$ cat config.mk
export PLATFORM = sky130hd
export DESIGN_NAME = aurora_tx_gearbox_66to20
export DESIGN_NICKNAME = d
export VERILOG_FILES = /design/src/rtl/aurora_tx_gearbox_66to20.sv
export SDC_FILE = /design/constraint.sdc
export NUM_CORES = 1
export LEC_CHECK = 0
export ABC_AREA = 0
export BUFFER_PORTS_ARGS = -buffer_cell sky130_fd_sc_hd__buf_4
export CAP_MARGIN = 25
export CORE_UTILIZATION = 55
export DETAILED_ROUTE_END_ITERATION = 8
export PLACE_DENSITY = 0.78
export SYNTH_ARGS = -nofsm -noshare
export SYNTH_HDL_FRONTEND = slang
export SYNTH_SLANG_ARGS = --single-unit
$ cat constraint.sdc
create_clock -name clk -period 3.8 [get_ports clk]
set_clock_uncertainty 0.05 [all_clocks]
set_input_delay 0.38 -clock clk [delete_from_list [all_inputs] [get_ports clk]]
set_output_delay 0.38 -clock clk [all_outputs]
set_load 0.05 [all_outputs]
$ cat src/rtl/aurora_tx_gearbox_66to20.sv
`default_nettype none
// ============================================================================
// Module   : aurora_tx_gearbox_66to20
// Brief    : Aurora 64b/66b TX gearbox, 66-bit blocks in, one 20-bit word out per clk
// Revision : 1.0 - initial release
// ============================================================================
module aurora_tx_gearbox_66to20 #(
  parameter int unsigned INIT_BLOCKS = 32,
  parameter logic [1:0]  IDLE_HDR    = 2'b10,
  parameter logic [63:0] IDLE_DATA   = 64'h7800000000000000
) (
  input  logic        clk,
  input  logic        rst_b,
  input  logic        en,
  input  logic [1:0]  blk_hdr,
  input  logic [63:0] blk_data,
  input  logic        blk_valid,
  output logic        blk_ready,
  output logic [19:0] data_out,
  output logic        data_valid,
  output logic        link_run
);

  localparam logic [0:0] c_ST_INIT = 1'b0;
  localparam logic [0:0] c_ST_RUN  = 1'b1;
  localparam logic [7:0] c_IC_LAST = 8'(INIT_BLOCKS - 1);

  logic [0:0]  r_state;
  logic [0:0]  w_state_next;
  logic [6:0]  r_cnt;
  logic [85:0] r_buf;
  logic [7:0]  r_ic;
  logic [19:0] r_data_out;
  logic        r_data_valid;

  logic        w_clear;
  logic        w_pop;
  logic        w_take;
  logic        w_use_user;
  logic [1:0]  w_src_hdr;
  logic [63:0] w_src_data;
  logic [65:0] w_blk_ser;
  logic [6:0]  w_base;
  logic [85:0] w_buf_shift;
  logic [85:0] w_buf_app;
  logic [85:0] w_buf_next;
  logic [6:0]  w_cnt_next;

  assign w_clear = !rst_b || !en;
  assign w_pop   = (r_cnt >= 7'd20);
  assign w_take  = (r_cnt < 7'd40);

  // ---------------- state machine: register ----------------
  always_ff @(posedge clk) begin
    if (w_clear) begin
      r_state <= c_ST_INIT;
    end else begin
      r_state <= w_state_next;
    end
  end

  // ---------------- state machine: next state ----------------
  always_comb begin
    w_state_next = r_state;
    if (r_state == c_ST_INIT && w_take && r_ic == c_IC_LAST) begin
      w_state_next = c_ST_RUN;
    end
  end

  // ---------------- state machine: outputs ----------------
  always_comb begin
    link_run   = (r_state == c_ST_RUN);
    blk_ready  = w_take && (r_state == c_ST_RUN) && rst_b && en;
    w_use_user = (r_state == c_ST_RUN) && blk_valid;
  end

  // Block source and reorder into serial order, element 0 leaves first.
  always_comb begin
    w_src_hdr  = w_use_user ? blk_hdr  : IDLE_HDR;
    w_src_data = w_use_user ? blk_data : IDLE_DATA;
    w_blk_ser[0] = w_src_hdr[1];
    w_blk_ser[1] = w_src_hdr[0];
    for (int i = 0; i < 64; i++) begin
      w_blk_ser[2+i] = w_src_data[63-i];
    end
  end

  // Pop happens before append; bits above the fill count are always zero, so OR appends.
  always_comb begin
    w_base      = w_pop ? (r_cnt - 7'd20) : r_cnt;
    w_buf_shift = w_pop ? {20'b0, r_buf[85:20]} : r_buf;
    w_buf_app   = w_take ? ({20'b0, w_blk_ser} << w_base) : '0;
    w_buf_next  = w_buf_shift | w_buf_app;
    w_cnt_next  = r_cnt - (w_pop ? 7'd20 : 7'd0) + (w_take ? 7'd66 : 7'd0);
  end

  always_ff @(posedge clk) begin
    if (w_clear) begin
      r_buf        <= '0;
      r_cnt        <= '0;
      r_ic         <= '0;
      r_data_out   <= '0;
      r_data_valid <= 1'b0;
    end else begin
      r_buf        <= w_buf_next;
      r_cnt        <= w_cnt_next;
      r_data_valid <= w_pop;
      if (w_pop) begin
        r_data_out <= r_buf[19:0];
      end
      if (r_state == c_ST_INIT && w_take) begin
        r_ic <= r_ic + 8'd1;
      end
    end
  end

  assign data_out   = r_data_out;
  assign data_valid = r_data_valid;

endmodule
`default_nettype wire

-- Word-level counts from Yosys, hierarchy flattened
Index checks and enable logic that the tools add are counted.
- register bits: 123
- output and inout bits: 23
- word-level logic and storage cells: 32
- $add $sub $neg: 4
- order comparisons: 2
- equality and inequality tests: 1
- shift-type cells: 1
- muxes and demuxes: 7
- bitwise operators: 2
- reduce and logical (&&, ||, !) cells: 9
- operators with widths (operator ; count):
    $mux W86 ; 2
    $or A86 B86 Y86 ; 1
    $shl A66 B7 Y86 ; 1
    $mux W64 ; 1
    $mux W7 ; 2
    $add A8 B1 Y8 const B ; 1
    $eq A8 B5 Y1 const B ; 1
    $add A7 B7 Y7 ; 1
    $ge A7 B5 Y1 const B ; 1
    $lt A7 B6 Y1 const B ; 1
    $sub A7 B5 Y7 ; 1
    $sub A7 B5 Y7 const B ; 1
    $logic_and A1 B1 Y1 ; 6
    $mux W5 ; 1
    $logic_not A1 Y1 ; 2
    $mux W2 ; 1
    $logic_or A1 B1 Y1 ; 1
    $not A1 Y1 ; 1

-- Logic depth before layout (Yosys ltp)
Gate-level depths: netlist of run 1.
- depth in word-level cells: 5
- gate-level depth with buffers: 20
- mapped depth without buffers: 15

-- Worst setup path after synthesis of run 1
No wires, ideal clock.
- kind: register to register
- start: register r_cnt[3]
- end: register r_buf[58]
- setup time: 122 ps
- data arrival time: 3556 ps
- slack: 73 ps
- cell stages (with the launch flop): 19
- period minus slack after synthesis: 3727 ps
- path through: dfxtp_1 inv_1 ha_1 nand2b_1 a21oi_1 nand2b_1 buf_2 inv_2 buf_2 buf_2 ha_1 buf_2 buf_4 buf_4 buf_4 mux4_2 a31oi_1 o22ai_1 a221o_1
- word-level cells in the longest chain between the ends: 5
- elaborated cells between the ends (all ways): 8
- those cells by class: add/sub: 1; order compare: 2; shift: 1; mux: 3; bitwise: 1
- RTL lines (what ; line ; RTL):
    start, declared ; 30 ; logic [6:0] r_cnt;
    start signal, assigned ; 106 ; r_cnt <= w_cnt_next;
    $sub A7 B5 Y7 / $ge A7 B5 Y1 (equally long branches) ; 90, 50 ;
    $mux W7 ; 90 ; w_base = w_pop ? (r_cnt - 7'd20) : r_cnt;
    $shl A66 B7 Y86 ; 92 ; w_buf_app = w_take ? ({20'b0, w_blk_ser} << w_base) : '0;
    $mux W86 ; 92 ;
    $or A86 B86 Y86 (*) ; 93 ; w_buf_next = w_buf_shift | w_buf_app;
    end signal, assigned ; 105 ; r_buf <= w_buf_next;
    end, declared ; 31 ; logic [85:0] r_buf;
Every way passes the cells marked *; elsewhere a longest branch is shown, timed or not.
A chain may end at the register's enable or synchronous reset.

-- Worst setup path in the final report of run 1
- start: register r_cnt[3]
- end: register r_buf[83]
Same word-level chain as after synthesis.

==> summary.txt, run 1 <==
buffer count from post-CTS setup fixing: 0
total nets after synthesis: 1285
Synth Flop Type: dfxtp_1
Worst R2R Setup Slack: 0.24 ns
classification of the worst-slack hold path: in -> reg
RSZ-0062 raised after global routing: no
final wirelength: 32.2 mm
Max Fanout on Critical Path: 27
CTS max path bufs: 2
area grow syn2layout: 15.5%
crit path kind: reg -> reg
count of warnings emitted by yosys: 0
summed negative setup slack over all endpoints: 0 ns
cell accounting for the most synthesized area: dfxtp_1
flip-flop and latch count after synthesis: 122
drt initial violations: 1277
# port buffers: 92
Worst R2R Start: r_cnt[3]
effective utilization at floorplan: 56.8%
Critical Path Start Type: flop
clock buffers created by TritonCTS: 17
Core Area: 0.0160 sq mm
WL per Instance: 21.6 microns
Worst Max-Slew Pin Slew: 1.05 ns
number of remaining DRC errors: 0
Die Span X: 131 microns
top cells by instance count after synthesis: 245 x nand2_1, 122 x dfxtp_1, 104 x a21oi_1
total placed cells including tap cells: 1455
overflow left after global routing: 0
overall power of the completed layout: 10.9 mW
total cell area at the placement stage: 0.00989 sq mm
relative slew slack: 29.7%
via count of the first global-routing pass: 9023
final standard cell area without fillers: 0.0105 sq mm
share of the cycle needed by the critical path after routing: 93.7%
layout cells sized above 1: 18.5%
result of the run: finished clean
Period minus WS final: 3.56 ns
weighted congestion at the end of routability-driven global placement: 1.06
cell area after synthesis: 0.00909 sq mm
number of nets still failing antenna checks after routing: 0
clock sink total: 122
area of the multi-input gates: 0.00611 sq mm
Root Buffer: clkbuf_16
register clock-pin slew on the reported worst setup and hold paths: 0.06 ns
first element of the critical path: r_cnt[3]
detailed-route vias per instance: 6.60
distinct cell type count of the synthesized netlist: 82
Critical Path AT: 3.83 ns
max frequency: 281 MHz
share of the synthesized area in the top cell type: 26.9%
top area cells in the synthesized netlist: dfxtp_1 27%, mux2i_1 11%, nand2_1 10%
overall track demand over capacity in global routing: 38.8%
per-instance average area after synthesis: 7.55 sq um
Filler cells: 1445
part of the Yosys area used for sequential elements: 26.9%
Max Transition Viols Final: 0
capturing element of the worst setup path: r_buf[83]
number of antenna repair diodes: 0
Detailed Place HPWL: 23.2 mm
count of standard-cell rows: 46
leakage dissipation: 4.13 nW
cells after synthesis: 1204
number of antenna violations at the first check in global routing: 0
async set-reset flop share out of synthesis: 0%
global-route wire length before repair: 49.9 mm
TritonCTS clock tree: built
level count of the clock H-tree: 4
total power per unit cell area: 1040 mW/mm^2
top-level I/O count: 93
number of iterations in the first detailed-routing pass: 6
critical path data required time: 4.07 ns
area of all sequential standard cells: 0.00245 sq mm
Worst Setup Slack, final: 0.238 ns
net count reported at finish: 1339
cell count of the worst reg-to-reg path: 14
maxcap violations: 0
area of the die: 0.0171 sq mm
pin count of the biggest net entering global routing: 88
count of final hold-check violations: 0
highest ir drop seen on vdd: 0.000689 V
Reg-to-Reg End: r_buf[83]
number of setup violations in the final report: 0
leading cell type by number of instances after synthesis: nand2_1
Place WS: 0.316 ns
number of vias in the routed layout: 9819
vertical die dimension: 131 microns
worst skew pair latency: 0.43 ns
Final Instance Count excl. Fillers: 1487
type of element capturing the critical path: flop
number of enable flip-flop cells after synthesis: 0
==> stage by stage <==
stage / util, % / hold slack (ns)
after CTS: 65.7 / 0.214
after floorplan: - / 0.374
final: 65.7 / 0.227
after detailed placement: 61.8 / 0.395
after global placement: 61.8 / 0.389
after global routing: 65.7 / 0.228
==> flip-flops by register name, summed over array words and instances, names as in the netlist <==
name,cells
data_out,20
data_valid,1
link_run,1
r_buf,86
r_cnt,6
r_ic,8
==> cell type report <==
type	count	share of cell area (%)
well taps	216	2.57
inverters	12	0.429
clock inverters	10	1.32
clock buffers	22	4.51
repair buffers	133	9.74
flip-flops and latches	122	23.3
multi-input cells	972	58.1
==> worst max-delay path: stages, from the launching register on <==
cell      delay (ns)
dfxtp_1         0.30
inv_1           0.07
ha_1            0.17
nand2b_1        0.14
a21oi_1         0.25
nand2b_2        0.18
inv_2           0.05
ha_4            0.50
buf_4           0.23
mux2_2          0.35
a22o_1          0.22
mux2_2          0.30
a31oi_1         0.27
o22ai_1         0.13
or2_1           0.23
==> kinds of logic (layout without fill, tap and decap cells) <==
logic type / count (synthesis) / after routing / share of synthesized area [%]
AND/OR/NAND/NOR: 478 / 478 / 23.3
flip-flops: 122 / 122 / 26.9
buffers and inverters: 110 / 177 / 6.33
multiplexers: 141 / 141 / 17.4
AO/OA/AOI/OAI: 330 / 330 / 23.3
adder cells (fa/ha/maj): 11 / 11 / 1.60
XOR/XNOR: 12 / 12 / 1.16
==> routing by layer <==
metal | global-route usage, % | routed length [microns] | share of wire, %
met1 | 50.0 | 12800 | 40
met2 | 60.8 | 14500 | 45
met3 | 7.37 | 3210 | 10
met4 | 22.2 | 1690 | 5.3
met5 | 0 | 0 | 0
==> timing repair <==
action,in CTS,in global routing
gates resized for setup,0,1
hold buffers,0,0
setup endpoints to repair,0,2
==> layout by cell type (no fill, tap or decap), types with 11 or more instances in the layout <==
cell type	n
mux2i_1	101
mux4_2	11
nand2_1	244
nand3_1	35
nor2_1	101
a22oi_1	12
clkbuf_16	17
o22ai_1	24
a21oi_1	104
mux2_2	29
o21ai_0	56
dfxtp_1	121
nor3_1	26
a31oi_1	38
buf_4	131
==> power by group <==
group	leakage [nW]	switching, mW	internal, mW
clock network	0.297	0.613	1.08
registers	0.987	0.0970	1.43
logic	2.85	5.01	2.66
total	4.13	5.72	5.18
==> how the worst min path moves through the flow <==
stage,cells after the start,slack (ns),endpoint,startpoint
finish,2,0.23,r_cnt[1],en
floorplan,2,0.37,r_buf[79],r_buf[79]
global route,2,0.23,r_cnt[1],rst_b
global placement,2,0.39,data_out[5],data_out[5]
CTS,2,0.21,r_cnt[1],rst_b
detailed placement,2,0.39,data_out[19],data_out[19]
Power figures use the tool's default switching activity.
==> inputs of run 2 (changes only) <==
--- a/config.mk
+++ b/config.mk
@@ -9,7 +9,9 @@
 export BUFFER_PORTS_ARGS = -buffer_cell sky130_fd_sc_hd__buf_4
 export CAP_MARGIN = 25
 export CORE_UTILIZATION = 55
+export CTS_BUF_LIST = sky130_fd_sc_hd__clkbuf_16
 export DETAILED_ROUTE_END_ITERATION = 8
+export GPL_ROUTABILITY_DRIVEN = 0
 export PLACE_DENSITY = 0.78
 export SYNTH_ARGS = -nofsm -noshare
 export SYNTH_HDL_FRONTEND = slang
==> run 2 against run 1 <==
Sequential power about the same. Highest routed layer unchanged. Sequential share of layout area increased by 0.13 points. Via count decreased by 0.14%. The run now ends with design-rule violations left. Routed wire length decreased by 1.7%. Critical path depth unchanged. Combinational power decreased by 0.5%. First-iteration DRC count increased by 4.5%.
==> summary.txt, run 2 (synthesis gave the netlist of run 1 again) <==
overflow left after global routing: 0 (unchanged)
layout cells sized above 1: 18.3% (was 18.5%)
number of antenna repair diodes: 0 (unchanged)
number of iterations in the first detailed-routing pass: 9 (was 6)
WL per Instance: 21.4 microns (was 21.6 microns)
most common cell after layout, fill and taps aside: nand2_1 (unchanged)
count of standard-cell rows: 46 (unchanged)
classification of the worst-slack hold path: in -> reg (unchanged)
highest ir drop seen on vdd: 0.000634 V (was 0.000689 V)
effective utilization at floorplan: 56.8% (unchanged)
leakage dissipation: 4.10 nW (was 4.13 nW)
area grow syn2layout: 14.9% (was 15.5%)
detailed-route vias per instance: 6.62 (was 6.60)
most used cells in the layout excluding fill and tap cells: 244 x nand2_1, 126 x buf_4, 121 x dfxtp_1 (was 244 x nand2_1, 131 x buf_4, 121 x dfxtp_1)
number of flip-flops under the largest register name: 86 (unchanged)
max frequency: 276 MHz (was 281 MHz)
number of setup violations in the final report: 0 (unchanged)
Root Buffer: clkbuf_16 (unchanged)
global-route wire length before repair: 48.7 mm (was 49.9 mm)
overall track demand over capacity in global routing: 37.6% (was 38.8%)
CTS max path bufs: 2 (unchanged)
total power per unit cell area: 1030 mW/mm^2 (was 1040 mW/mm^2)
Worst Max-Slew Pin Slew: 1.06 ns (was 1.05 ns)
CTS Hold Buffers Added: 0 (unchanged)
type of element capturing the critical path: flop (unchanged)
vertical die dimension: 131 microns (unchanged)
share of the core filled with cells in the final layout: 65.3% (was 65.7%)
via count of the first global-routing pass: 9066 (was 9023)
Critical Path AT: 3.92 ns (was 3.83 ns)
Filler cells: 1417 (was 1445)
failing checks: design-rule violations
Die Span X: 131 microns (unchanged)
final hold slack: 0.220 ns (was 0.227 ns)
Detailed Place HPWL: 22.6 mm (was 23.2 mm)
register with the highest flop count: r_buf (unchanged)
number of antenna violations at the first check in global routing: 0 (unchanged)
RSZ-0062 raised after global routing: no (unchanged)
Max Fanout on Critical Path: 14 (was 27)
number of nets still failing antenna checks after routing: 0 (unchanged)
crit path kind: reg -> reg (unchanged)
maxcap violations: 0 (unchanged)
Period minus WS final: 3.62 ns (was 3.56 ns)
relative slew slack: 29.6% (was 29.7%)
number of remaining DRC errors: 9 (was 0)
final wirelength: 31.6 mm (was 32.2 mm)
area of the die: 0.0171 sq mm (unchanged)
worst skew pair latency: 0.43 ns (about the same)
Critical Path Start Type: flop (unchanged)
register clock-pin slew on the reported worst setup and hold paths: 0.06 ns (about the same)
level count of the clock H-tree: 4 (unchanged)
summed negative setup slack over all endpoints: 0 ns (unchanged)
area of all sequential standard cells: 0.00245 sq mm (unchanged)
overall power of the completed layout: 10.8 mW (was 10.9 mW)
clock sink total: 122 (unchanged)
# port buffers: 92 (unchanged)
Max Transition Viols Final: 0 (unchanged)
result of the run: finished, violations left (was finished clean)
drt initial violations: 1334 (was 1277)
count of final hold-check violations: 0 (unchanged)
top-level I/O count: 93 (unchanged)
pin count of the biggest net entering global routing: 88 (unchanged)
share of the cycle needed by the critical path after routing: 95.3% (was 93.7%)
clock buffers created by TritonCTS: 17 (unchanged)
net count reported at finish: 1334 (was 1339)
Core Area: 0.0160 sq mm (unchanged)
critical path data required time: 4.10 ns (was 4.07 ns)
area of the multi-input gates: 0.00612 sq mm (was 0.00611 sq mm)
TritonCTS clock tree: built (unchanged)
number of vias in the routed layout: 9805 (was 9819)
[run 2: cell types whose count changed in the layout (fill, tap and decap cells not counted), sizes merged]
cell,before,now
buf,133,128
clkbuf,22,18
clkinv,4,6
bufinv,3,2
clkinvlp,2,3
inv,13,14
[run 2: layout make-up]
cell class | instances | share of cell area, %
well taps | 216 | 2.59
flip-flops and latches | 122 | 23.4
clock buffers | 18 | 4.31
clock inverters | 13 | 1.22
repair buffers | 128 | 9.44
multi-input cells | 972 | 58.6
inverters | 12 | 0.467
[run 2: routing by layer]
layer / up-vias / routed length, microns / GRT usage, %
li1: 4451 / - / -
met1: 4498 / 12000 / 46.2
met2: 676 / 13800 / 58.8
met3: 180 / 3630 / 10.0
met4: 0 / 2140 / 23.3
met5: - / 0 / 0
[run 2: path summary, 6_finish.rpt]
kind | from | endpoint | slack [ns] | depth (start not counted)
worst max-delay path | r_cnt[3] | r_buf[44] | 0.18 | 14
worst min-delay path | rst_b | r_cnt[1] | 0.22 | 2
worst max register to register | r_cnt[3] | r_buf[44] | 0.18 | 14
worst min register to register | data_out[4] | data_out[4] | 0.40 | 2
[run 2: metrics by stage]
stage               instance area [sq um]  worst slack, ns  instances
finish                              10400            0.178       1481
global route                        10400           0.0101       1481
CTS                                 10400            0.131       1480
detailed placement                   9850            0.200       1449
global placement                     9850            0.281       1449
floorplan                            9090           0.0725       1204
[run 2: timing repair]
item / 4_1_cts / 5_1_grt
setup endpoints to repair: 0 / 32
endpoints found under the hold margin: 0 / 0
resized for setup: 0 / 7
buffers inserted: 0 / 1
[run 2: worst max-delay path: stages, from the launching register on]
cell and delay [ns]:
dfxtp_1 0.31, inv_1 0.15, ha_1 0.21, nand2b_1 0.15, a21oi_1 0.23, nand2b_2 0.18
inv_2 0.06, ha_4 0.39, buf_4 0.26, mux2i_1 0.12, a21oi_1 0.51, mux2i_1 0.21
mux2i_1 0.37, nand3_1 0.15, a31oi_1 0.19
[run 2: power by group]
group | total, mW | switching (mW) | internal (mW)
combinational | 7.63 | 4.99 | 2.64
sequential | 1.54 | 0.108 | 1.43
clock | 1.60 | 0.604 | 0.991
total | 10.8 | 5.70 | 5.07
==> inputs of run 3 (changes only) <==
--- a/config.mk
+++ b/config.mk
@@ -13,6 +13,7 @@
 export DETAILED_ROUTE_END_ITERATION = 8
 export GPL_ROUTABILITY_DRIVEN = 0
 export PLACE_DENSITY = 0.78
+export RECOVER_POWER = 25
 export SYNTH_ARGS = -nofsm -noshare
 export SYNTH_HDL_FRONTEND = slang
 export SYNTH_SLANG_ARGS = --single-unit
==> run 3 against run 2 <==
The run now ends clean. Total power shrank 0.26%. Non-clock buffer count did not move. Global-route usage is the same. Via count down 0.37%. Critical path depth is 1 lower. Final cell count unchanged. Flip-flop and latch count is the same. Core utilization down 0.59 points. Clock power is essentially flat. Hold slack worse by 0.0042 ns. Die area did not move. Critical path type unchanged. Critical endpoint unchanged. Largest cell class unchanged. Highest routed layer unchanged.
==> summary.txt, run 3 (synthesis gave the netlist of run 1 again) <==
number of flip-flops under the largest register name: 86 (unchanged)
internal cell power: 5.05 mW (was 5.07 mW)
number of setup violations in the final report: 0 (unchanged)
register clock-pin slew on the reported worst setup and hold paths: 0.06 ns (about the same)
Core Area: 0.0160 sq mm (unchanged)
Worst Max-Slew Pin Slew: 1.05 ns (was 1.06 ns)
count of standard-cell rows: 46 (unchanged)
effective utilization at floorplan: 56.8% (unchanged)
share of the cycle needed by the critical path after routing: 95.8% (was 95.3%)
register with the highest flop count: r_buf (unchanged)
final wirelength: 31.7 mm (was 31.6 mm)
Worst R2R Setup Slack: 0.16 ns (was 0.18 ns)
met3 capacity usage during global routing: 10.0% (unchanged)
number of antenna violations at the first check in global routing: 0 (unchanged)
number of remaining DRC errors: 0 (was 9)
Critical-path top delay cell: a21oi_1 (unchanged)
Switching Share: 52.9% (about the same)
part of the total power dissipated in combinational logic: 70.8% (was 70.9%)
Critical Path Start Type: flop (unchanged)
clock sink total: 122 (unchanged)
via count of the first global-routing pass: 9066 (unchanged)
Max Fanout on Critical Path: 14 (unchanged)
Clk network pwr share: 14.9% (was 14.8%)
detailed-route vias per instance: 6.60 (was 6.62)
highest ir drop seen on vdd: 0.000629 V (was 0.000634 V)
family of cells with the greatest summed delay on the critical path: compound AO/OA/AOI/OAI gates (unchanged)
area grow syn2layout: 13.9% (was 14.9%)
worst skew pair latency: 0.43 ns (about the same)
number of nets still failing antenna checks after routing: 0 (unchanged)
vertical die dimension: 131 microns (unchanged)
most used cells in the layout excluding fill and tap cells: 244 x nand2_1, 121 x dfxtp_1, 103 x a21oi_1, 103 x buf_4, 102 x nor2_1 (was 244 x nand2_1, 126 x buf_4, 121 x dfxtp_1)
Filler cells: 1454 (was 1417)
top-level I/O count: 93 (unchanged)
max frequency: 275 MHz (was 276 MHz)
Period minus WS final: 3.64 ns (was 3.62 ns)
TritonCTS clock tree: built (unchanged)
net count reported at finish: 1334 (unchanged)
Root Buffer: clkbuf_16 (unchanged)
overall track demand over capacity in global routing: 37.6% (unchanged)
overall power of the completed layout: 10.7 mW (was 10.8 mW)
proportion of power drawn by flip-flops and latches: 14.4% (was 14.3%)
level count of the clock H-tree: 4 (unchanged)
clock buffers created by TritonCTS: 17 (unchanged)
number of buffers and inverters on the critical path: 2 (was 3)
list of cells traversed by the critical path: ha_1 -> nand2b_1 -> a21oi_1 -> nand2b_2 -> inv_2 -> ha_4 -> buf_4 -> mux2i_1 -> a21oi_1 -> mux2i_1 -> mux2i_1 -> nand3_1 -> a31oi_1 (was inv_1 -> ha_1 -> nand2b_1 -> a21oi_1 -> nand2b_2 -> inv_2 -> ha_4 -> buf_4 -> mux2i_1 -> a21oi_1 -> mux2i_1 -> mux2i_1 -> nand3_1 -> a31oi_1)
layout cells sized above 1: 16.4% (was 18.3%)
maxcap violations: 0 (unchanged)
critical path data required time: 4.10 ns (about the same)
most common cell after layout, fill and taps aside: nand2_1 (unchanged)
total placed cells including tap cells: 1449 (unchanged)
area of the die: 0.0171 sq mm (unchanged)
global-route met1 utilization: 46.2% (unchanged)
number of antenna repair diodes: 0 (unchanged)
global-route wire length before repair: 48.7 mm (unchanged)
result of the run: finished clean (was finished, violations left)
Final Instance Count excl. Fillers: 1481 (unchanged)
WL per Instance: 21.4 microns (about the same)
busiest grt layer: met2 (unchanged)
# port buffers: 92 (unchanged)
summed negative setup slack over all endpoints: 0 ns (unchanged)
grt met2 use: 58.8% (unchanged)
Die Span X: 131 microns (unchanged)
count of final hold-check violations: 0 (unchanged)
Max Transition Viols Final: 0 (unchanged)
CTS max path bufs: 2 (unchanged)
relative slew slack: 29.3% (was 29.6%)
drt initial violations: 1321 (was 1334)
most used cell, CP: mux2i_1 (unchanged)
P_sw: 5.68 mW (was 5.70 mW)
overflow left after global routing: 0 (unchanged)
type of element capturing the critical path: flop (unchanged)
crit path kind: reg -> reg (unchanged)
pin count of the biggest net entering global routing: 88 (unchanged)
classification of the worst-slack hold path: in -> reg (unchanged)
Detailed Place HPWL: 22.6 mm (unchanged)
number of vias in the routed layout: 9769 (was 9805)
total power per unit cell area: 1040 mW/mm^2 (was 1030 mW/mm^2)
Critical Path AT: 3.94 ns (was 3.92 ns)
worst stage delay on the critical path: 0.51 ns (about the same)
number of iterations in the first detailed-routing pass: 6 (was 9)
leakage dissipation: 4.00 nW (was 4.10 nW)
RSZ-0062 raised after global routing: no (unchanged)
run 3: final timing paths:
| kind | startpoint | end | cells past startpoint |
|---|---|---|---|
| setup / recovery | r_cnt[2] | r_buf[44] | 13 |
| hold / removal | rst_b | r_cnt[1] | 2 |
| setup reg to reg | r_cnt[2] | r_buf[44] | 13 |
| hold reg to reg | data_out[4] | data_out[4] | 2 |
run 3: cell type report:
cell class / instances / area [sq um] / area share (%)
Timing Repair Buffer: 128 / 900 / 8.69
Tap cell: 216 / 270 / 2.61
Clock inverter: 13 / 128 / 1.23
Clock buffer: 18 / 450 / 4.35
Multi-Input combinational cell: 972 / 6110 / 59.0
Inverter: 12 / 48.8 / 0.471
Sequential cell: 122 / 2450 / 23.6
run 3: worst register-to-register path: cells and delay by family (launching register included):
| family | cells | cell delay [ns] |
|---|---|---|
| AOI/OAI and AO/OA | 3 | 0.93 |
| and+or+nand+nor | 3 | 0.49 |
| muxes | 3 | 0.70 |
| DFF | 1 | 0.45 |
| adders and majority gates | 2 | 0.62 |
| buffers and inverters | 2 | 0.33 |
run 3: routing by layer:
| layer | vias to the layer above | routed length (microns) | part of all wire [%] |
|---|---|---|---|
| li1 | 4452 | - | - |
| met2 | 672 | 13900 | 44 |
| met4 | 0 | 2060 | 6.5 |
| met3 | 167 | 3830 | 12 |
| met1 | 4478 | 12000 | 38 |
| met5 | - | 0 | 0 |
run 3: repair_timing:
item                       CTS  global route
resized for setup            0             7
setup endpoints to repair    0            32
setup buffers                0             1
hold endpoints to repair     0             0
hold buffers                 0             0
run 3: per-stage QoR:
step / area [sq um] / setup WS (ns) / hold slack, ns / utilization, %
after floorplan: 9090 / 0.0725 / 0.374 / -
final: 10400 / 0.160 / 0.215 / 64.7
after CTS: 10400 / 0.131 / 0.212 / 65.2
after global placement: 9850 / 0.281 / 0.389 / 61.6
after global routing: 10400 / 0.0101 / 0.235 / 64.7
after detailed placement: 9850 / 0.200 / 0.396 / 61.6
run 3: power by group through the flow:
stage / registers (mW) / logic, mW / clock network [mW]
after floorplan: 1.56 / 5.55 / 0
after global placement: 1.56 / 7.17 / 0
after detailed placement: 1.56 / 7.23 / 0
after CTS: 1.54 / 7.28 / 1.60
after global routing: 1.55 / 8.02 / 1.66
final: 1.54 / 7.60 / 1.60
